`src/rtl/dac_spi_pkg.sv`:
```
`default_nettype none
// ============================================================================
//  Module      : dac_spi_pkg
//  Description : Shared types, widths and frame-building helper for the
//                DDS-to-SPI-DAC serialiser (dac_spi_tx).
//  Contents    : state_e  - FSM state enumeration (IDLE, SHIFT, GAP)
//                ST_*     - the same states as fixed-width constants
//                FRAME_W / SAMPLE_W / CTRL_W / PAD_W - frame field widths
//                build_frame() - {ctrl, sample, zero pad}
//  Revision    : 1.0 - initial release
// ============================================================================
package dac_spi_pkg;

    localparam int FRAME_W  = 16;
    localparam int SAMPLE_W = 8;
    localparam int CTRL_W   = 4;
    localparam int PAD_W    = 4;

    typedef enum logic [1:0] {
        IDLE  = 2'd0,
        SHIFT = 2'd1,
        GAP   = 2'd2
    } state_e;

    localparam logic [1:0] ST_IDLE  = 2'(IDLE);
    localparam logic [1:0] ST_SHIFT = 2'(SHIFT);
    localparam logic [1:0] ST_GAP   = 2'(GAP);

    // Frame layout on the wire, MSB first: control nibble, sample, padding.
    function automatic logic [FRAME_W-1:0] build_frame(
        input logic [CTRL_W-1:0]   ctrl,
        input logic [SAMPLE_W-1:0] sample
    );
        return {ctrl, sample, {PAD_W{1'b0}}};
    endfunction

endpackage
`default_nettype wire

```
`src/rtl/dac_spi_tx_sclk_tick_gen.sv`:
```
`default_nettype none
// ============================================================================
//  Module      : sclk_tick_gen
//  Description : Modulo-SCLK_DIV counter producing a one-cycle tick every
//                SCLK_DIV enabled cycles. A synchronous clear restarts the
//                count so the first tick lands exactly SCLK_DIV cycles later.
//  Ports       : clkin  - system clock
//                rst_n  - asynchronous active-low reset
//                clr    - synchronous clear (priority over en)
//                en     - count enable
//                tick   - high in the last cycle of each SCLK_DIV period
//  Revision    : 1.0 - initial release
// ============================================================================
module sclk_tick_gen #(
    parameter int SCLK_DIV = 4
) (
    input  logic clkin,
    input  logic rst_n,
    input  logic clr,
    input  logic en,
    output logic tick
);

    localparam int                CNT_W = (SCLK_DIV > 1) ? $clog2(SCLK_DIV) : 1;
    localparam logic [CNT_W-1:0]  LAST  = CNT_W'(SCLK_DIV - 1);

    logic [CNT_W-1:0] cnt;

    always_ff @(posedge clkin or negedge rst_n) begin
        if (!rst_n) begin
            cnt <= '0;
        end else if (clr) begin
            cnt <= '0;
        end else if (en) begin
            cnt <= (cnt == LAST) ? '0 : cnt + CNT_W'(1);
        end
    end

    assign tick = en && (cnt == LAST);

endmodule
`default_nettype wire

```
`src/rtl/dac_spi_tx.sv`:
```
`default_nettype none
// ============================================================================
//  Module      : dac_spi_tx
//  Description : Accepts 8-bit DDS samples over valid/ready and sends each
//                one to an SPI DAC (mode 0, MSB first) as the 16-bit frame
//                {CTRL_WORD, sample, 4'b0000}. cs_n stays low for exactly
//                32*SCLK_DIV cycles and high for at least CS_IDLE ticks.
//  Build macro : DAC_SAMPLE_BUF_EN - adds a one-entry sample buffer so a new
//                sample can be taken while a frame is in flight and the
//                next frame starts straight out of GAP.
//  Ports       : clkin      - system clock
//                rst_n      - asynchronous active-low reset
//                s_data     - sample from DDS lookup
//                s_valid    - s_data valid
//                s_ready    - sample can be accepted this cycle
//                dac_cs_n   - DAC chip select, active low
//                dac_sclk   - DAC serial clock, idles low
//                dac_din    - DAC serial data, updated on SCLK falling edge
//                frame_done - one-cycle pulse as dac_cs_n returns high
//  Revision    : 1.0 - initial release
// ============================================================================
module dac_spi_tx
    import dac_spi_pkg::*;
#(
    parameter int               SCLK_DIV  = 4,
    parameter logic [CTRL_W-1:0] CTRL_WORD = 4'h0,
    parameter int               CS_IDLE   = 2
) (
    input  logic                clkin,
    input  logic                rst_n,
    input  logic [SAMPLE_W-1:0] s_data,
    input  logic                s_valid,
    output logic                s_ready,
    output logic                dac_cs_n,
    output logic                dac_sclk,
    output logic                dac_din,
    output logic                frame_done
);

    localparam int               GAP_W    = (CS_IDLE > 1) ? $clog2(CS_IDLE) : 1;
    localparam logic [GAP_W-1:0] GAP_LAST = GAP_W'(CS_IDLE - 1);
    localparam logic [4:0]       BITS_END = 5'd16;

    logic [1:0]          state;
    logic [1:0]          state_nx;
    logic [FRAME_W-1:0]  shreg;
    logic [4:0]          bit_cnt;
    logic [GAP_W-1:0]    gap_cnt;

    logic                tick;
    logic                tick_en;
    logic                accept;
    logic                start;
    logic                shift_done;
    logic                gap_done;
    logic                ready_nx;
    logic                buf_full;
    logic [SAMPLE_W-1:0] buf_data;
    logic [SAMPLE_W-1:0] start_sample;
    logic [FRAME_W-1:0]  start_frame;

    assign accept  = s_valid && s_ready;
    assign tick_en = (state == ST_SHIFT) || (state == ST_GAP);

    // Frame ends on the falling toggle that follows the 16th rising edge.
    assign shift_done = (state == ST_SHIFT) && tick && dac_sclk && (bit_cnt == BITS_END);
    assign gap_done   = (state == ST_GAP) && tick && (gap_cnt == GAP_LAST);

    // Tick counter restarts on every frame start so SCLK phase is fixed
    // relative to the falling edge of cs_n.
    sclk_tick_gen #(
        .SCLK_DIV (SCLK_DIV)
    ) u_tick (
        .clkin (clkin),
        .rst_n (rst_n),
        .clr   (start),
        .en    (tick_en),
        .tick  (tick)
    );

`ifdef DAC_SAMPLE_BUF_EN
    logic buf_load;
    logic buf_drain;
    logic buf_full_nx;

    // A sample taken in IDLE with an empty buffer goes straight to the
    // shifter; anything else is parked in the buffer.
    assign buf_load  = accept && !((state == ST_IDLE) && !buf_full);
    assign buf_drain = start && buf_full;

    always_comb begin
        buf_full_nx = buf_full;
        if (buf_load) begin
            buf_full_nx = 1'b1;
        end else if (buf_drain) begin
            buf_full_nx = 1'b0;
        end
    end

    always_ff @(posedge clkin or negedge rst_n) begin
        if (!rst_n) begin
            buf_full <= 1'b0;
            buf_data <= '0;
        end else begin
            buf_full <= buf_full_nx;
            if (buf_load) begin
                buf_data <= s_data;
            end
        end
    end

    // A full buffer at GAP exit starts the next frame in place of IDLE.
    assign start    = ((state == ST_IDLE) && (accept || buf_full)) || (gap_done && buf_full);
    assign ready_nx = !buf_full_nx;
`else
    assign buf_full = 1'b0;
    assign buf_data = '0;
    assign start    = (state == ST_IDLE) && accept;
    assign ready_nx = (state_nx == ST_IDLE);
`endif

    assign start_sample = buf_full ? buf_data : s_data;
    assign start_frame  = build_frame(CTRL_WORD, start_sample);

    always_comb begin
        state_nx = state;
        case (state)
            ST_IDLE:  if (start)      state_nx = ST_SHIFT;
            ST_SHIFT: if (shift_done) state_nx = ST_GAP;
            ST_GAP:   if (gap_done)   state_nx = start ? ST_SHIFT : ST_IDLE;
            default:                  state_nx = ST_IDLE;
        endcase
    end

    always_ff @(posedge clkin or negedge rst_n) begin
        if (!rst_n) begin
            state      <= ST_IDLE;
            shreg      <= '0;
            bit_cnt    <= '0;
            gap_cnt    <= '0;
            s_ready    <= 1'b0;
            dac_cs_n   <= 1'b1;
            dac_sclk   <= 1'b0;
            dac_din    <= 1'b0;
            frame_done <= 1'b0;
        end else begin
            state      <= state_nx;
            s_ready    <= ready_nx;
            frame_done <= 1'b0;

            if (start) begin
                shreg    <= start_frame;
                bit_cnt  <= '0;
                dac_cs_n <= 1'b0;
                dac_sclk <= 1'b0;
                dac_din  <= start_frame[FRAME_W-1];
            end else if ((state == ST_SHIFT) && tick) begin
                if (!dac_sclk) begin
                    dac_sclk <= 1'b1;
                    bit_cnt  <= bit_cnt + 5'd1;
                end else begin
                    dac_sclk <= 1'b0;
                    if (bit_cnt == BITS_END) begin
                        dac_cs_n   <= 1'b1;
                        dac_din    <= 1'b0;
                        frame_done <= 1'b1;
                        gap_cnt    <= '0;
                    end else begin
                        // dac_din already shows shreg[15]; move to the next bit.
                        shreg   <= {shreg[FRAME_W-2:0], 1'b0};
                        dac_din <= shreg[FRAME_W-2];
                    end
                end
            end else if ((state == ST_GAP) && tick) begin
                gap_cnt <= gap_cnt + GAP_W'(1);
            end
        end
    end

endmodule
`default_nettype wire

```
`config.mk`:
```
export PLATFORM = sky130hd
export DESIGN_NAME = dac_spi_tx
export DESIGN_NICKNAME = d
export VERILOG_FILES = /design/src/rtl/dac_spi_pkg.sv /design/src/rtl/dac_spi_tx_sclk_tick_gen.sv /design/src/rtl/dac_spi_tx.sv
export SDC_FILE = /design/constraint.sdc
export NUM_CORES = 1
export LEC_CHECK = 0
export BUFFER_PORTS_ARGS = -buffer_cell sky130_fd_sc_hd__buf_4
export CORE_ASPECT_RATIO = 0.5
export CORE_MARGIN = 5
export CORE_UTILIZATION = 23
export DETAILED_ROUTE_END_ITERATION = 10
export PLACE_DENSITY = 0.36
export SKIP_CTS_REPAIR_TIMING = 1
export SYNTH_ARGS = -nofsm -noshare
export SYNTH_HDL_FRONTEND = slang
export SYNTH_SLANG_ARGS = --single-unit
```
`constraint.sdc`:
```
create_clock -name clkin -period 2.33 [get_ports clkin]
set_clock_uncertainty 0.2 [all_clocks]
set_input_delay 0.1165 -clock clkin [delete_from_list [all_inputs] [get_ports clkin]]
set_output_delay 0.1165 -clock clkin [all_outputs]
set_load 0.02 [all_outputs]
```
=== Word-level counts from Yosys, hierarchy flattened ===
Index checks and enable logic that the tools add are counted.

* Reductions and logical operators: 21
* Bitwise operators: 1
* Muxes and demuxes: 34
* Add/sub/neg operators: 3
* Equal/unequal tests: 8

{| class="wikitable"
|+ Operator list
! cell !! count
|-
| $mux 15 || 4
|-
| $mux 1 || 20
|-
| $mux 5 || 3
|-
| $mux 2 || 6
|-
| $reduce_bool 2->1 || 5
|-
| $logic_and 1x1->1 || 8
|-
| $pmux 2 s3 || 1
|-
| $reduce_and 3->1 || 2
|-
| $add 5x1->5 const B || 1
|-
| $eq 5x5->1 const B || 1
|-
| $eq 2x2->1 const B || 2
|-
| $logic_not 2->1 || 2
|-
| $ne 2x1->1 const B || 2
|-
| $ne 2x2->1 const B || 2
|-
| $reduce_and 2->1 || 2
|-
| $reduce_and 4->1 || 1
|-
| $add 2x1->2 const B || 1
|-
| $eq 2x1->1 const B || 1
|-
| $add 1x1->1 const B || 1
|-
| $logic_or 1x1->1 || 1
|-
| $not 1->1 || 1
|}

* Logic and storage cells: 77
* Bits of input ports: 11
* Register bits: 30
* Output and inout bits: 5

=== Depth between registers and ports, before layout ===
* Depth after elaboration: 9
* Depth in mapped cells: 8
* Depth with buffers taken out: 6

=== By module ===
A second synthesis with hierarchy kept.

* Cells, all modules: 138
* Area total of the unflattened synthesis: 1352.5 µm²

{| class="wikitable"
|+ By module, submodules not included
! module !! cells each !! sequential area each (µm²) !! area an instance (µm²) !! instances
|-
| dac_spi_tx || 129 || 601.8 || 1246.2 || 1
|-
| sclk_tick_gen || 9 || 50.0 || 106.4 || 1
|}

=== Worst setup path after synthesis ===
No wires, ideal clock.

* Path kind: register -> register
* From: reg state[0]
* To: reg shreg[10]
* Stages on the path, launching flop included: 8
* Slack: 0.492 ns
* Library setup time: 0.129 ns
* Period minus slack after synthesis: 1.838 ns
* Arrival time: 1.509 ns
* Path buffers: 2
* Required time: 2.001 ns
* Path through: dfrtp_1 -> inv_1 -> ha_1 -> buf_2 -> nand4_1 -> o21ai_2 -> buf_2 -> a31oi_1

* Word-level cells in the longest chain between the ends: 6
* Elaborated cells between the ends (all ways): 12
* Those cells by class: 3 x eq/ne; 1 x mux; 8 x reduce/logical

{| class="wikitable"
|+ Ends and longest elaborated chain
! what !! line !! text
|-
| start: declaration || dac_spi_tx.sv:44 || <nowiki>logic [1:0] state;</nowiki>
|-
| start signal: assignment || dac_spi_tx.sv:147 || <nowiki>state <= state_nx;</nowiki>
|-
| $eq 2x1->1 or $eq 2x2->1 (tied branches) || dac_spi_tx.sv:63, dac_spi_tx.sv:157 ||
|-
| $logic_or 1x1->1 || dac_spi_tx.sv:63 || <nowiki>assign tick_en = (state == ST_SHIFT) || (state == ST_GAP);</nowiki>
|-
| $logic_and 1x1->1 || dac_spi_tx_sclk_tick_gen.sv:39 || <nowiki>assign tick = en && (cnt == LAST);</nowiki>
|-
| $logic_and 1x1->1 || dac_spi_tx.sv:157 || <nowiki>end else if ((state == ST_SHIFT) && tick) begin</nowiki>
|-
| $reduce_bool 2->1 (no line) || - ||
|-
| $reduce_and 3->1 (no line) || - ||
|-
| end signal: assignment || dac_spi_tx.sv:152 || <nowiki>shreg <= start_frame;</nowiki>
|-
| end signal: assignment || dac_spi_tx.sv:170 || <nowiki>shreg <= {shreg[FRAME_W-2:0], 1'b0};</nowiki>
|-
| end: declaration || dac_spi_tx.sv:46 || <nowiki>logic [FRAME_W-1:0] shreg;</nowiki>
|}

Several ways; a longest one is shown, not always the timed one.
A chain may end at the register's enable or synchronous reset.

=== Worst setup path after layout ===
* From: reg state[0]
* To: reg shreg[7]

Same word-level chain as after synthesis.

==> summary.md <==
| Metric | Value |
|---|---|
| Slew margin rel. | `77.1%` |
| Leak | `0.759 nW` |
| CP endpoint kind | `register` |
| Internal power | `0.000734 W` |
| I/O pin total | `16` |
| CTS tree | `done` |
| RSZ-0062 raised after global routing | `false` |
| Final Setup Violations | `0` |
| Commonest non-fill, non-tap cell in the layout | `dfrtp_1` |
| Initial antenna violation count | `0` |
| Placer Congestion | `0.702` |
| Share of layout cells above drive strength 1 | `16.8%` |
| Ys Warns | `0` |
| Area grow syn2layout | `28.7%` |
| Simple-gate share of the synthesized area | `20.6%` |
| Arrival @ worst endpoint | `2030 ps` |
| Post-Synth Adder-Cell Area | `6.75%` |
| Compound-Gate Fraction of Synth Area | `11.2%` |
| Number of flops mapped to enable cells by yosys | `0` |
| Mux contribution to synthesized area | `2.41%` |
| # clock sinks | `26` |
| Worst vdd ir | `0.260 mV` |
| Synth Net Count | `154` |
| CP max FO | `21` |
| Clock buffer depth | `2` |
| Drt initial violations | `56` |
| Antenna viol nets, final | `0` |
| Vias in the first global route | `978` |
| Most frequent cells in the layout | `dfrtp_1 (25), nand2_1 (19), buf_4 (19)` |
| Ys async rst share | `100%` |
| Critical setup path kind | `reg2reg` |
| DP HPWL | `1970 µm` |
| Status | `finished clean` |
| Largest net degree at the start of global routing | `27` |
| Share of the synthesized area in the top cell type | `48.2%` |
| Logic pwr share | `3.8%` |
| Vias | `973` |
| Setup TNS | `0 ps` |
| Gate Count Post-Synth | `136` |
| Clock slew at reported path FFs | `60 ps` |
| Core area | `5470 µm²` |
| Pwr/cell area | `538 nW/µm²` |
| Post-synthesis sequential area ratio | `50.2%` |
| DIE WIDTH | `116 µm` |
| Gr ovfl total | `0` |
| CTS Buf Count | `3` |
| Largest family of logic cells by synthesized area | `simple AND/OR/NAND/NOR gates` |
| Fin crit share | `88.4%` |
| Yosys cell types | `30` |
| Routed length per instance | `11.8 µm` |
| XOR/XNOR Fraction of Synth Area | `3.38%` |
| Setup WS post-layout | `271 ps` |
| First drt pass iteration count | `4` |
| Final hold violation count | `0` |
| Die height | `63.1 µm` |
| Psw | `0.000164 W` |
| Largest cells by area after synthesis | `dfrtp_1 (48%), ha_1 (6.8%), nand2_1 (5.5%)` |
| Seq pwr share | `50.2%` |
| Ant. Diodes | `0` |
| CTS Root Cell | `clkbuf_16` |
| H-Tree Depth | `1` |
| Reg2Reg Depth | `7` |
| Min-delay worst type | `in2async` |
| Sw Share | `18.3%` |
| CP startpoint kind | `register` |
| Top_reg_cell synth | `dfrtp_1` |
| Initial Utilization | `23.7%` |
| Post-synth top area cell | `dfrtp_1` |
| Fill cells | `585` |
| Register bit count reported by yosys | `26` |
| Maxcap violations | `0` |
| Post-place setup slack | `274 ps` |
| Vias/cell | `4.16` |
| Routed WL | `2750 µm` |
| First-pass GRT wire length | `4890 µm` |
| Fmax | `486 MHz` |
| Port buffer count | `15` |
| Area of the die | `7330 µm²` |
| GRT Total Usage | `8.35%` |
| Final slew viol count | `0` |
| Slew at the pin closest to its max-slew limit | `344 ps` |
| Final #Nets | `180` |
| DRC viols | `0` |
| Clock power frac | `46.0%` |
| Clock Latency Late Sink | `260 ps` |
| Std cell rows | `19` |
| Avg Cell Area, Syn | `9.54 µm²` |
| WP data required | `2310 ps` |
| Tmin final | `2060 ps` |
| Post-synthesis cell area | `1300 µm²` |
-- final timing paths --
kind	end	slack, ps	startpoint
min in group clkin	state[0]$_DFF_PN0_	160	s_valid
worst min register to register	shreg[12]$_DFFE_PN0P_	320	shreg[11]$_DFFE_PN0P_
worst max register to register	shreg[7]$_DFFE_PN0P_	270	state[0]$_DFF_PN0_
max in group asynchronous	dac_cs_n$_DFFE_PN1P_	1530	rst_n
worst max-delay path	shreg[7]$_DFFE_PN0P_	270	state[0]$_DFF_PN0_
worst min-delay path	bit_cnt[0]$_DFFE_PN0P_	100	rst_n
-- critical path, cell delays in order (launching register included) --
cell and delay, ps:
dfrtp_1 430, inv_1 90, ha_1 430, nand4_1 220, o21ai_2 160, buf_4 230, nor2_1 60, a31oi_1 150
-- power by group through the flow --
stage                     Clock (W)  Sequential (W)  Combinational (W)
after floorplan                   0        0.000460        0.000000168
after global placement            0        0.000460          0.0000230
after detailed placement          0        0.000460          0.0000231
after CTS                  0.000434        0.000451          0.0000231
after global routing       0.000455        0.000451          0.0000380
final                      0.000413        0.000451          0.0000340
-- Yosys cell counts, drive strengths merged, types with 2 or more instances --
library cell / number
a21oi: 5
a31oi: 7
buf: 6
dfrtp: 25
ha: 7
inv: 8
mux2i: 2
nand2: 19
nand3: 7
nand4: 4
nor2: 18
nor3: 2
o21ai: 8
xor2: 4
-- sequential cells by signal, indices dropped and copies added, names as in the netlist --
signal      count
s_ready         1
frame_done      1
shreg          11
bit_cnt         5
gap_cnt         1
dac_cs_n        1
u_tick.cnt      2
dac_din         1
state           2
dac_sclk        1
-- area by class of cell --
| class | count | area (µm²) | area share (%) |
|---|---|---|---|
| timing repair buffer | 28 | 233 | 13.9 |
| tap | 73 | 91.3 | 5.47 |
| multi-input combinational | 95 | 576 | 34.5 |
| clock buffer | 4 | 88.8 | 5.32 |
| sequential | 26 | 652 | 39.0 |
| inverter | 8 | 30.0 | 1.80 |
-- per-stage QoR --
stage | std cells | hold slack, ps | power [W] | cell area (µm²) | utilization, %
2_1_floorplan | 136 | -379 | 0.000460 | 1300 | -
3_3_place_gp | 221 | -144 | 0.000483 | 1490 | 27.3
3_5_place_dp | 221 | -147 | 0.000483 | 1490 | 27.3
4_1_cts | 225 | -430 | 0.000908 | 1580 | 28.9
5_1_grt | 234 | 157 | 0.000944 | 1670 | 30.5
6_report | 234 | 105 | 0.000898 | 1670 | 30.5
-- cell families after synthesis --
group,after synthesis
fa+ha+maj,7
compound gates,24
simple gates,56
buf+inv,15
xor+xnor,5
flops,26
mux,3
-- routing by layer --
metal	vias to the layer above	global-route usage [%]	wire length [µm]
li1	512	-	-
met1	445	11.7	1450
met5	-	0	0
met2	12	12.3	1180
met4	0	1.74	23
met3	4	2.96	98
Power figures use the tool's default switching activity.
